--- src/rtl/sgmii_an_fsm.sv ---
// rtl/sgmii_an_fsm.sv - SGMII/1000BASE-X clause-37-style auto-negotiation engine
module sgmii_an_fsm #(
    parameter logic [15:0] LOCAL_CFG   = 16'h0001,
    parameter int          LINK_TIMER  = 200000,
    parameter int          MATCH_COUNT = 3
) (
    input  logic        clock,
    input  logic        reset,
    input  logic        rx_valid,
    input  logic [7:0]  rx_data,
    input  logic        rx_is_k,
    input  logic        rx_sync,
    input  logic        an_restart_config,
    output logic [1:0]  tx_mode,
    output logic [15:0] tx_cfg,
    output logic [15:0] partner_cfg,
    output logic [15:0] eth_status
);

    localparam logic [2:0] AN_RESTART     = 3'd0;
    localparam logic [2:0] ABILITY_DETECT = 3'd1;
    localparam logic [2:0] ACK_DETECT     = 3'd2;
    localparam logic [2:0] COMPLETE_ACK   = 3'd3;
    localparam logic [2:0] IDLE_DETECT    = 3'd4;
    localparam logic [2:0] LINK_OK        = 3'd5;

    localparam logic [1:0] P_HUNT = 2'd0;
    localparam logic [1:0] P_K    = 2'd1;
    localparam logic [1:0] P_LO   = 2'd2;
    localparam logic [1:0] P_HI   = 2'd3;

    localparam logic [7:0] K28_5 = 8'hBC;
    localparam logic [7:0] D21_5 = 8'hB5;
    localparam logic [7:0] D2_2  = 8'h42;
    localparam logic [7:0] D5_6  = 8'hC5;
    localparam logic [7:0] D16_2 = 8'h50;

    localparam int TW = $clog2(LINK_TIMER + 1);
    localparam int CW = $clog2(MATCH_COUNT + 1);
    localparam logic [TW-1:0] TIMER_LAST = TW'(LINK_TIMER - 1);
    localparam logic [TW-1:0] TIMER_END  = TW'(LINK_TIMER);
    localparam logic [CW-1:0] MATCH      = CW'(MATCH_COUNT);

    localparam logic [15:0] CFG_NO_ACK = {LOCAL_CFG[15], 1'b0, LOCAL_CFG[13:0]};
    localparam logic [15:0] CFG_ACK    = {LOCAL_CFG[15], 1'b1, LOCAL_CFG[13:0]};

    logic [1:0]    p_phase;
    logic [7:0]    cfg_lo;
    logic [15:0]   cfg_word;
    logic          cfg_strobe;
    logic          idle_strobe;

    logic [15:0]   last_word;
    logic [CW-1:0] abil_cnt;
    logic [CW-1:0] ack_cnt;
    logic [CW-1:0] idle_cnt;
    logic          same_word;
    logic          ability_match;
    logic          ack_match;
    logic          idle_match;
    logic          match_zero;

    logic [TW-1:0] timer;
    logic          timer_done;

    logic [2:0]    state;
    logic [2:0]    next_state;
    logic [13:0]   stored_word;
    logic          store_word;
    logic          latch_partner;
    logic          restart_q;
    logic          restart_edge;
    logic          force_restart;
    logic          entry;
    logic          cfg_seen;
    logic          seen_next;
    logic [15:0]   partner_next;

    function automatic logic [CW-1:0] sat_inc(input logic [CW-1:0] c);
        return (c >= MATCH) ? MATCH : c + 1'b1;
    endfunction

    // Ordered-set parser: K28.5 then either a config marker (+lo,+hi) or an idle marker.
    always_ff @(posedge clock) begin
        cfg_strobe  <= 1'b0;
        idle_strobe <= 1'b0;
        if (reset || !rx_sync) begin
            p_phase <= P_HUNT;
        end else if (rx_valid) begin
            case (p_phase)
                P_HUNT: if (rx_is_k && rx_data == K28_5) p_phase <= P_K;
                P_K: begin
                    p_phase <= P_HUNT;
                    if (!rx_is_k && (rx_data == D21_5 || rx_data == D2_2))
                        p_phase <= P_LO;
                    else if (!rx_is_k && (rx_data == D5_6 || rx_data == D16_2))
                        idle_strobe <= 1'b1;
                end
                P_LO: begin
                    if (rx_is_k) begin
                        p_phase <= P_HUNT;
                    end else begin
                        cfg_lo  <= rx_data;
                        p_phase <= P_HI;
                    end
                end
                default: begin
                    p_phase <= P_HUNT;
                    if (!rx_is_k) begin
                        cfg_word   <= {rx_data, cfg_lo};
                        cfg_strobe <= 1'b1;
                    end
                end
            endcase
        end
    end

    assign same_word     = ({cfg_word[15], cfg_word[13:0]} == {last_word[15], last_word[13:0]});
    assign ability_match = (abil_cnt == MATCH);
    assign ack_match     = (ack_cnt == MATCH);
    assign idle_match    = (idle_cnt == MATCH);
    assign match_zero    = ({last_word[15], last_word[13:0]} == 15'd0);

    // Match history restarts on every state entry so a match left over from the
    // previous state can never fire a transition in the new one.
    always_ff @(posedge clock) begin
        if (reset || entry) begin
            abil_cnt  <= '0;
            ack_cnt   <= '0;
            idle_cnt  <= '0;
            last_word <= '0;
        end else if (cfg_strobe) begin
            idle_cnt  <= '0;
            last_word <= cfg_word;
            if (abil_cnt != '0 && same_word) begin
                abil_cnt <= sat_inc(abil_cnt);
                ack_cnt  <= cfg_word[14] ? sat_inc(ack_cnt) : '0;
            end else begin
                abil_cnt <= CW'(1);
                ack_cnt  <= cfg_word[14] ? CW'(1) : '0;
            end
        end else if (idle_strobe) begin
            abil_cnt <= '0;
            ack_cnt  <= '0;
            idle_cnt <= sat_inc(idle_cnt);
        end
    end

    always_ff @(posedge clock) begin
        if (reset || entry)
            timer <= '0;
        else if (timer != TIMER_END)
            timer <= timer + 1'b1;
    end

    assign timer_done = (timer >= TIMER_LAST);

    always_ff @(posedge clock) begin
        restart_q <= an_restart_config;
    end

    assign restart_edge  = an_restart_config && !restart_q && !reset;
    assign force_restart = !rx_sync || restart_edge;
    assign entry         = (next_state != state) || force_restart;

    always_comb begin
        next_state    = state;
        store_word    = 1'b0;
        latch_partner = 1'b0;
        case (state)
            AN_RESTART:
                if (timer_done) next_state = ABILITY_DETECT;
            ABILITY_DETECT:
                if (ability_match && !match_zero) begin
                    next_state = ACK_DETECT;
                    store_word = 1'b1;
                end
            ACK_DETECT:
                if (ack_match && last_word[13:0] == stored_word) begin
                    next_state    = COMPLETE_ACK;
                    latch_partner = 1'b1;
                end else if ((ability_match && match_zero) || ack_match) begin
                    next_state = AN_RESTART;
                end
            COMPLETE_ACK:
                if (ability_match && match_zero) next_state = AN_RESTART;
                else if (timer_done)             next_state = IDLE_DETECT;
            IDLE_DETECT:
                if (ability_match)                   next_state = AN_RESTART;
                else if (timer_done && idle_match)   next_state = LINK_OK;
            LINK_OK:
                if (ability_match) next_state = AN_RESTART;
            default:
                next_state = AN_RESTART;
        endcase
        if (force_restart) begin
            next_state    = AN_RESTART;
            store_word    = 1'b0;
            latch_partner = 1'b0;
        end
    end

    always_comb begin
        partner_next = latch_partner ? {last_word[15], 1'b0, last_word[13:0]} : partner_cfg;
        seen_next    = (entry && next_state == AN_RESTART) ? 1'b0 : (cfg_seen | cfg_strobe);
    end

    always_ff @(posedge clock) begin
        if (reset) begin
            state       <= AN_RESTART;
            stored_word <= '0;
            cfg_seen    <= 1'b0;
            partner_cfg <= '0;
            tx_mode     <= 2'b01;
            tx_cfg      <= '0;
            eth_status  <= '0;
        end else begin
            state       <= next_state;
            cfg_seen    <= seen_next;
            partner_cfg <= partner_next;
            if (store_word) stored_word <= last_word[13:0];
            tx_mode <= (next_state == IDLE_DETECT || next_state == LINK_OK) ? 2'b00 : 2'b01;
            tx_cfg  <= (next_state == AN_RESTART)     ? 16'h0000 :
                       (next_state == ABILITY_DETECT) ? CFG_NO_ACK : CFG_ACK;
            eth_status <= {6'b0, partner_next[15], partner_next[12], partner_next[11:10],
                           seen_next, next_state, rx_sync, next_state == LINK_OK};
        end
    end

endmodule
--- config.mk ---
export PLATFORM = sky130hd
export DESIGN_NAME = sgmii_an_fsm
export DESIGN_NICKNAME = d
export VERILOG_FILES = /design/src/rtl/sgmii_an_fsm.sv
export SDC_FILE = /design/constraint.sdc
export NUM_CORES = 1
export LEC_CHECK = 0
export ABC_AREA = 0
export CORE_UTILIZATION = 35
export CTS_CLUSTER_DIAMETER = 100
export DETAILED_ROUTE_END_ITERATION = 6
export MAX_ROUTING_LAYER = met4
export PLACE_DENSITY = 0.63
export SLEW_MARGIN = 20
export SYNTH_ARGS = -nofsm -noshare
export SYNTH_HDL_FRONTEND = slang
export SYNTH_SLANG_ARGS = --single-unit
export TNS_END_PERCENT = 1
--- constraint.sdc ---
create_clock -name clock -period 7.8 [get_ports clock]
set_input_delay 1.56 -clock clock [delete_from_list [all_inputs] [get_ports clock]]
set_output_delay 1.56 -clock clock [all_outputs]
set_load 0.01 [all_outputs]
==> results of run 1 <==
## placed cells by master (no fill, tap or decap), types with 2 or more instances in the layout
| master | count |
|---|---|
| nor4_1 | 10 |
| dfxtp_1 | 82 |
| nor3_1 | 6 |
| and3_1 | 5 |
| nand4b_1 | 3 |
| ha_1 | 6 |
| edfxtp_1 | 24 |
| inv_1 | 12 |
| a2111oi_2 | 2 |
| or3_1 | 3 |
| nand4_1 | 13 |
| buf_4 | 5 |
| nor4_2 | 36 |
| nand3_1 | 13 |
| o211a_1 | 3 |
| nand3b_1 | 3 |
| and2_1 | 5 |
| clkdlybuf4s50_1 | 41 |
| clkinv_4 | 2 |
| a31oi_1 | 3 |
| mux2i_1 | 44 |
| inv_8 | 2 |
| a21oi_1 | 10 |
| nor3b_1 | 3 |
| nor2_1 | 47 |
| xor2_1 | 23 |
| or4_1 | 2 |
| xnor2_1 | 21 |
| nand2b_1 | 4 |
| nand2_1 | 12 |
| o21ai_0 | 4 |
| clkbuf_16 | 9 |
| conb_1 | 22 |
## cells by family (layout without fill, tap and decap cells)
| logic type | after synthesis | count (layout) | synth area share, % |
|---|---|---|---|
| simple gates | 173 | 173 | 22.6 |
| flops | 106 | 106 | 44.9 |
| buf+inv | 77 | 74 | 8.33 |
| xor+xnor | 46 | 46 | 7.80 |
| mux | 45 | 45 | 8.59 |
| compound gates | 38 | 38 | 6.23 |
| fa+ha+maj | 6 | 6 | 1.43 |
| other cells | 1 | 22 | 0.0713 |
## critical path, delay by kind of cell
kind / cells / cell delay (ps)
buffers and inverters: 3 / 1120
AO/OA/AOI/OAI: 3 / 1090
multiplexers: 1 / 320
AND/OR/NAND/NOR: 1 / 220
## sequential cells by signal, summed over array words and instances, names as in the netlist
register,flops
cfg_strobe,1
eth_status,6
stored_word,14
abil_cnt,2
restart_q,1
last_word,15
cfg_word,16
idle_strobe,1
ack_cnt,2
idle_cnt,2
cfg_lo,8
p_phase,2
timer,18
partner_cfg,15
tx_mode,1
tx_cfg,2
## area by class of cell
cell class	instances	share of cell area, %
multi-input combinational	330	43.2
sequential	106	39.8
inverter	12	0.760
clock buffer	9	3.80
tap	184	3.88
clock inverter	7	1.01
timing repair buffer	46	7.55
## worst paths after layout
check                             start                         end  slack (ps)
hold / removal      cfg_lo[0]$_DFFE_PP_       cfg_word[0]$_DFFE_PP_         420
hold reg to reg     cfg_lo[0]$_DFFE_PP_       cfg_word[0]$_DFFE_PP_         420
setup / recovery                  reset       timer[2]$_SDFFE_PP0P_        3720
setup reg to reg  timer[0]$_SDFFE_PP0P_  last_word[10]$_SDFFE_PP0P_        4710
## power groups by stage
stage	clock network, mW	logic, mW	registers, mW
2_1_floorplan	0	0.0262	0.574
3_3_place_gp	0	0.0304	0.574
3_5_place_dp	0	0.0310	0.574
4_1_cts	0.447	0.0310	0.561
5_1_grt	0.469	0.0339	0.561
6_report	0.438	0.0311	0.561
## routing by layer
layer | vias to the layer above | part of all wire [%] | GRT usage, % | routed length, microns
li1 | 1732 | - | - | -
met1 | 1681 | 49 | 18.8 | 5080
met2 | 74 | 45 | 20.9 | 4680
met3 | 12 | 3.9 | 2.28 | 403
met4 | 0 | 2.0 | 6.87 | 209
met5 | - | 0 | - | 0
## cell usage after synthesis (4+ instances only)
master    instances
nor4_2           36
buf_4            28
buf_6             4
nand2b_1          4
nor3_1            6
a21oi_1          10
clkbuf_1         22
and3_1            5
nand4_1          13
buf_2            10
and2_1            5
o21ai_0           4
nand2_1          12
inv_1            12
dfxtp_1          82
nand3_1          13
ha_1              6
mux2i_1          44
xnor2_1          22
nor2_1           48
nor4_1           10
xor2_1           23
edfxtp_1         24
## per-stage QoR
stage	area [sq um]	total power [mW]
after floorplan	5340	0.600
after CTS	5930	1.04
after global routing	5930	1.06
after detailed placement	5640	0.605
after global placement	5640	0.604
final	5930	1.03
==> impl_metrics.tcl, run 1 <==
set metrics [dict create \
    crit_top_cell "buf_4" \
    yosys.cell_types.count 58 \
    tightestPinTransition_ps 1010 \
    n_fill_cell 1375 \
    overflow 0 \
    critPathCaptureType "flip-flop" \
    clock.fmax_ghz 0.245 \
    syn2layout_area_growth_pct 12.8 \
    fp-row-count 44 \
    setup_violations 0 \
    slew_viol_final 0 \
    layout_setup_ws_ps 3720 \
    layout-drive-gt1-share_pct 14.5 \
    grtUsageTotal_pct 14.1 \
    final_cells 694 \
    power_frac_seq_pct 54.4 \
    netlist_area_sq_mm 0.00526 \
    synthArstFlopShare_pct 0 \
    die-area_sq_mm 0.0155 \
    antenna_found_initial 0 \
    hold_slack_ps 421 \
    fin_crit_sh_pct 52.3 \
    internal_power_mw 0.792 \
    crit_slowest_cell "clkdlybuf4s50_1" \
    switching_share_pct 23.1 \
    yosys_warnings 0 \
    synth_area_per_cell_sq_um 10.7 \
    viasPerCell 5.04 \
    nets 525 \
    cts_hold_buf 0 \
    pwr_density_cell_mw_per_mm2 174 \
    ys_seq_area_share_pct 44.9 \
    gp_congestion 0.785 \
    yosysTopAreaCellShare_pct 31.2 \
    clk_pin_slew_ps 70 \
    dp_slack_ps 3350 \
    skew_ps 9.19 \
    multi_input_area_sq_mm 0.00256 \
    numClockSinks 106 \
    dp.cells 678 \
    drv_cap 0 \
    startpoint_type "input pin" \
    routed_wirelength_mm 10.4 \
    cts_root_buffer "clkbuf_16" \
    hold_viol 0 \
    critPathMaxStageDelay_ps 450 \
    synth_top_area_cell "dfxtp_1" \
    hold_path_class "reg2reg" \
    grt_pass1_wl_mm 17.0 \
    max-vdd-ir-drop_v 0.000135 \
    h-tree-depth 3 \
    die_h_microns 125 \
    status "finished clean" \
    portBuffers 41 \
    combPwrFrac_pct 3.0 \
    reg2reg_depth 9 \
    wl_per_cell_microns 15.0 \
    hold_depth 0 \
    drtAntennaViolNets 0 \
    cp.required_ps 8050 \
    clock_latency_ps 360 \
    synth_enable_flop_cells 24 \
    min_period_ps 4080 \
    grt_max_degree 41 \
    synth_cells 492 \
    cts_buffers 9 \
    rsz0062_at_grt "false" \
    synth_seq_cells 106 \
    cts_resized 0 \
    register_area_sq_mm 0.00236 \
    io_pins 64 \
    dr.pass1.iters 4 \
    setup_tns_ps 0 \
    p_sw_mw 0.237 \
    p_clk_share_pct 42.5 \
    ys.flop_type "dfxtp_1" \
    crit_path_cell_trace "clkdlybuf4s50_1 > buf_4 > o21ai_0 > a21oi_1 > nand2b_1 > mux2_2 > buf_4 > a2111oi_2" \
    dp_hpwl_mm 7.20 \
    die_width_microns 125 \
    vias 3499 \
    drc 0 \
    max-clock-path-buffers 2 \
    finish.utilization_pct 40.6 \
    crit_fanout 40 \
    initial_utilization_pct 36.0 \
    core_area_sq_mm 0.0146 \
    p_leak_nw 1.93 \
    cts_setup_buffers 0 \
    grt_pass1_vias 3425 \
    ys_top_cells_by_area "dfxtp_1 31%, edfxtp_1 14%, nor4_2 8.6%" \
    maxSlewHeadroom_pct 32.9 \
    cp_data_arrival_time_ps 4330 \
    antennaDiodeCount 0 \
    drt_iter0_drc 158 \
    criticalPathCategory "in2reg" \
    tritoncts "built" \
]
Note: power is estimated with default switching activity, not from simulation.
==> run 2: changes to the inputs <==
clock period = 3.85 ns   (was 7.8 ns; I/O delays follow)
==> impl_metrics.tcl, run 2 (same netlist as run 1, synthesis figures left out) <==
set metrics [dict create \
    tritoncts "built" \
    cts_setup_buffers 0 \
    die_width_microns 125 \
    layout-drive-gt1-share_pct 14.8 \
    antennaDiodeCount 0 \
    multi_input_area_sq_mm 0.00256 \
    final_cell_mix "82 x dfxtp_1, 47 x nor2_1, 44 x mux2i_1" \
    nets 527 \
    r2r-start "timer[13]$_SDFFE_PP0P_" \
    hold_depth 0 \
    final_cells 696 \
    fp-row-count 44 \
    grtUsageTotal_pct 14.6 \
    startpoint_type "flip-flop" \
    wl_per_cell_microns 15.1 \
    drv_cap 0 \
    initial_utilization_pct 36.0 \
    n_fill_cell 1392 \
    max-vdd-ir-drop_v 0.000260 \
    grt_pass1_vias 3481 \
    drtAntennaViolNets 0 \
    portBuffers 41 \
    skew_ps 8.73 \
    critPathCaptureType "flip-flop" \
    syn2layout_area_growth_pct 13.6 \
    hold_slack_ps 418 \
    setup_tns_ps 0 \
    stdcell_area_sq_mm 0.00597 \
    min_from "cfg_lo[2]$_DFFE_PP_" \
    die-area_sq_mm 0.0155 \
    slew_viol_final 0 \
    pwr_density_cell_mw_per_mm2 358 \
    routed_wirelength_mm 10.5 \
    die_h_microns 125 \
    h-tree-depth 3 \
    reg2reg_depth 8 \
    largest_reg_flops 18 \
    dp.cells 680 \
    final_common_cell "dfxtp_1" \
    vias 3582 \
    place_area_sq_mm 0.00567 \
    clock.fmax_ghz 0.311 \
    dp_hpwl_mm 7.43 \
    maxSlewHeadroom_pct 38.4 \
    cts_root_buffer "clkbuf_16" \
    grt_pass1_wl_mm 17.7 \
    r2r_setup_slack_ps 630 \
    hold_viol 0 \
    clock_latency_ps 350 \
    reg_top3 "timer x18, cfg_word x16" \
    holdPathEnd "cfg_word[2]$_DFFE_PP_" \
    drt_iter0_drc 212 \
    gp_congestion 0.801 \
    cts_buffers 9 \
    fin_crit_sh_pct 83.5 \
    criticalPathCategory "reg2reg" \
    io_pins 64 \
    cp.required_ps 4060 \
    overflow 0 \
    cts_resized 0 \
    regToRegEndpoint "ack_cnt[0]$_SDFFE_PP0P_" \
    hold_path_class "reg2reg" \
    drc 0 \
    cts_hold_buf 0 \
    max-clock-path-buffers 2 \
    min_period_ps 3220 \
    tightestPinTransition_ps 924 \
    register_area_sq_mm 0.00236 \
    status "finished clean" \
    dr.pass1.iters 4 \
    core_area_sq_mm 0.0146 \
    viasPerCell 5.15 \
    crit_fanout 21 \
    cp_data_arrival_time_ps 3420 \
    numClockSinks 106 \
    top_register "timer" \
    p_leak_nw 1.95 \
    setup_violations 0 \
    rsz0062_at_grt "false" \
    antenna_found_initial 0 \
    clk_pin_slew_ps 70 \
    grt_max_degree 41 \
]
==> run 2: changes by cell type in the layout (fill, tap and decap cells not counted) <==
cell,previous run,this run
clkinvlp_2,0,1
clkinv_4,2,1
inv_6,1,0
buf_12,0,1
bufinv_16,0,1
buf_4,5,6
==> run 2: critical path, cell delays in order (launching register included) <==
cell,delay [ps]
dfxtp_1,350
or4_4,570
a21oi_1,240
o2bb2ai_2,140
o31ai_2,470
a211oi_4,180
xnor2_4,760
buf_12,280
nor4_2,70
==> run 2: worst max-delay path by stage <==
stage,from,endpoint,slack (ps),cells after the start
2_1_floorplan,reset,eth_status[5]$_SDFF_PP0_,1210,7
3_3_place_gp,an_restart_config,last_word[3]$_SDFFE_PP0P_,560,8
3_5_place_dp,an_restart_config,abil_cnt[0]$_SDFFE_PP0P_,340,8
4_1_cts,timer[13]$_SDFFE_PP0P_,abil_cnt[0]$_SDFFE_PP0P_,600,8
5_1_grt,timer[13]$_SDFFE_PP0P_,last_word[15]$_SDFFE_PP0P_,480,8
6_report,timer[13]$_SDFFE_PP0P_,ack_cnt[0]$_SDFFE_PP0P_,630,8
==> run 2: final cells by class <==
class | instances | area share [%]
Multi-Input combinational cell | 330 | 42.8
Sequential cell | 106 | 39.5
Timing Repair Buffer | 48 | 7.96
Tap cell | 184 | 3.85
Clock buffer | 9 | 3.77
Clock inverter | 7 | 1.30
Inverter | 12 | 0.754
==> run 2: metrics by stage <==
stage | total power [mW] | util (%) | worst slack, ps
4_1_cts | 2.16 | 41.0 | 598
6_report | 2.14 | 41.0 | 635
3_5_place_dp | 1.22 | 38.9 | 338
5_1_grt | 2.22 | 41.0 | 478
2_1_floorplan | 1.22 | - | 1210
3_3_place_gp | 1.22 | 38.9 | 558
==> run 2: power breakdown <==
group / total [mW] / internal, mW / leakage [nW] / switching [mW]
Clock: 0.942 / 0.511 / 0.143 / 0.431
Combinational: 0.0628 / 0.0205 / 0.934 / 0.0423
Sequential: 1.14 / 1.13 / 0.877 / 0.00142
Total: 2.14 / 1.67 / 1.95 / 0.475
==> run 2: metal layers <==
layer / routed length [microns] / vias up / GRT usage (%)
met4: 170 / 0 / 5.39
li1: - / 1734 / -
met5: 0 / - / -
met2: 4720 / 100 / 21.8
met1: 5060 / 1734 / 19.6
met3: 570 / 14 / 2.92
==> run 3: changes to the inputs <==
PLACE_DENSITY = 0.65   (was 0.63)
clock period = 2.8 ns   (was 3.85 ns; I/O delays follow)
==> impl_metrics.tcl, run 3 (same netlist as run 1, synthesis figures left out) <==
set metrics [dict create \
    syn2layout_area_growth_pct 18.8 \
    top_register "timer" \
    die-area_sq_mm 0.0155 \
    hold_path_class "reg2reg" \
    overflow 0 \
    final_common_cell "dfxtp_1" \
    grt_max_degree 41 \
    cts_buffers 9 \
    die_h_microns 125 \
    largest_reg_flops 18 \
    io_pins 64 \
    criticalPathCategory "reg2reg" \
    slew_viol_final 0 \
    cp_data_arrival_time_ps 2930 \
    regToRegEndpoint "eth_status[5]$_SDFF_PP0_" \
    max-clock-path-buffers 2 \
    numClockSinks 106 \
    reg2reg_depth 8 \
    place_area_sq_mm 0.00590 \
    tritoncts "built" \
    final_cell_mix "82 x dfxtp_1, 47 x nor2_1, 44 x mux2i_1" \
    cts_setup_buffers 0 \
    cts_root_buffer "clkbuf_16" \
    drc 0 \
    holdPathEnd "cfg_word[7]$_DFFE_PP_" \
    startpoint_type "flip-flop" \
    rsz0062_at_grt "false" \
    initial_utilization_pct 36.0 \
    r2r_setup_slack_ps 120 \
    antennaDiodeCount 0 \
    dr.pass1.iters 4 \
    clock_latency_ps 350 \
    reg_top3 "timer x18, cfg_word x16" \
    n_fill_cell 1370 \
    nets 551 \
    fin_crit_sh_pct 95.7 \
    crit_fanout 40 \
    stdcell_area_sq_mm 0.00625 \
    dp_hpwl_mm 7.91 \
    drt_iter0_drc 179 \
    portBuffers 41 \
    vias 3671 \
    min_from "cfg_lo[7]$_DFFE_PP_" \
    hold_depth 0 \
    drtAntennaViolNets 0 \
    cp.required_ps 3050 \
    drv_cap 0 \
    critPathCaptureType "flip-flop" \
    fp-row-count 44 \
    multi_input_area_sq_mm 0.00258 \
    register_area_sq_mm 0.00236 \
    gp_congestion 0.785 \
    grt_pass1_wl_mm 18.2 \
    grt_pass1_vias 3699 \
    antenna_found_initial 0 \
    pwr_density_cell_mw_per_mm2 484 \
    hold_viol 0 \
    skew_ps 8.65 \
    tightestPinTransition_ps 653 \
    grtUsageTotal_pct 15.0 \
    core_area_sq_mm 0.0146 \
    wl_per_cell_microns 15.0 \
    p_leak_nw 2.11 \
    layout-drive-gt1-share_pct 19.0 \
    status "finished clean" \
    power_mw 3.03 \
    h-tree-depth 3 \
    min_period_ps 2680 \
    viasPerCell 5.10 \
    max-vdd-ir-drop_v 0.000354 \
    maxSlewHeadroom_pct 56.4 \
    r2r-start "timer[12]$_SDFFE_PP0P_" \
    die_width_microns 125 \
    clk_pin_slew_ps 70 \
    setup_violations 0 \
    clock.fmax_ghz 0.373 \
    routed_wirelength_mm 10.8 \
]
run 3: cell types whose count changed in the layout (fill, tap and decap cells not counted), sizes merged:
cell,delta
clkinvlp,-2
clkbuf,+1
bufinv,+1
buf,+24
run 3: routing by layer:
layer / GRT usage (%) / share of wire (%)
met5: - / 0
met4: 6.73 / 2.0
met3: 2.66 / 3.7
met2: 23.8 / 47
met1: 18.5 / 47
run 3: timing repair:
| action | CTS | global route |
|---|---|---|
| hold buffers | 0 | 0 |
| gates resized for setup | 0 | 3 |
| endpoints found under the setup margin | 0 | 23 |
run 3: worst max path at each step:
stage / from / endpoint / slack [ps] / cells after the start
6_report: timer[12]$_SDFFE_PP0P_ / eth_status[5]$_SDFF_PP0_ / 120 / 8
5_1_grt: last_word[3]$_SDFFE_PP0P_ / eth_status[5]$_SDFF_PP0_ / 30 / 8
4_1_cts: timer[12]$_SDFFE_PP0P_ / last_word[11]$_SDFFE_PP0P_ / 100 / 8
3_3_place_gp: an_restart_config / timer[2]$_SDFFE_PP0P_ / 50 / 10
2_1_floorplan: timer[13]$_SDFFE_PP0P_ / eth_status[5]$_SDFF_PP0_ / 280 / 8
3_5_place_dp: an_restart_config / last_word[11]$_SDFFE_PP0P_ / -70 / 10
run 3: metrics by stage:
step	worst slack [ps]	TNS, ps	instances	utilization, %	hold slack (ps)
2_1_floorplan	280	0	513	-	400
3_3_place_gp	49.0	0	704	40.5	406
3_5_place_dp	-70.6	-1090	704	40.5	405
4_1_cts	100	0	720	42.7	421
5_1_grt	26.9	0	720	42.8	426
6_report	120	0	720	42.8	420
run 3: power breakdown:
part,switching (mW),internal [mW]
clock,0.570,0.797
combinational,0.0619,0.0363
sequential,0.00119,1.56
total,0.633,2.39
run 3: layout make-up:
class,instances,share of cell area [%]
Inverter,12,0.721
Sequential cell,106,37.8
Timing Repair Buffer,72,11.3
Tap cell,184,3.69
Multi-Input combinational cell,330,41.3
Clock buffer,10,3.67
Clock inverter,6,1.56
run 3: worst max-delay path, stage by stage, from the launching register on:
cell and delay (ps):
dfxtp_1 330, or4_4 570, nor4_4 290, o2bb2ai_2 160, a21oi_1 100, nand2b_2 240, mux2_2 320, buf_12 210
o41ai_4 340
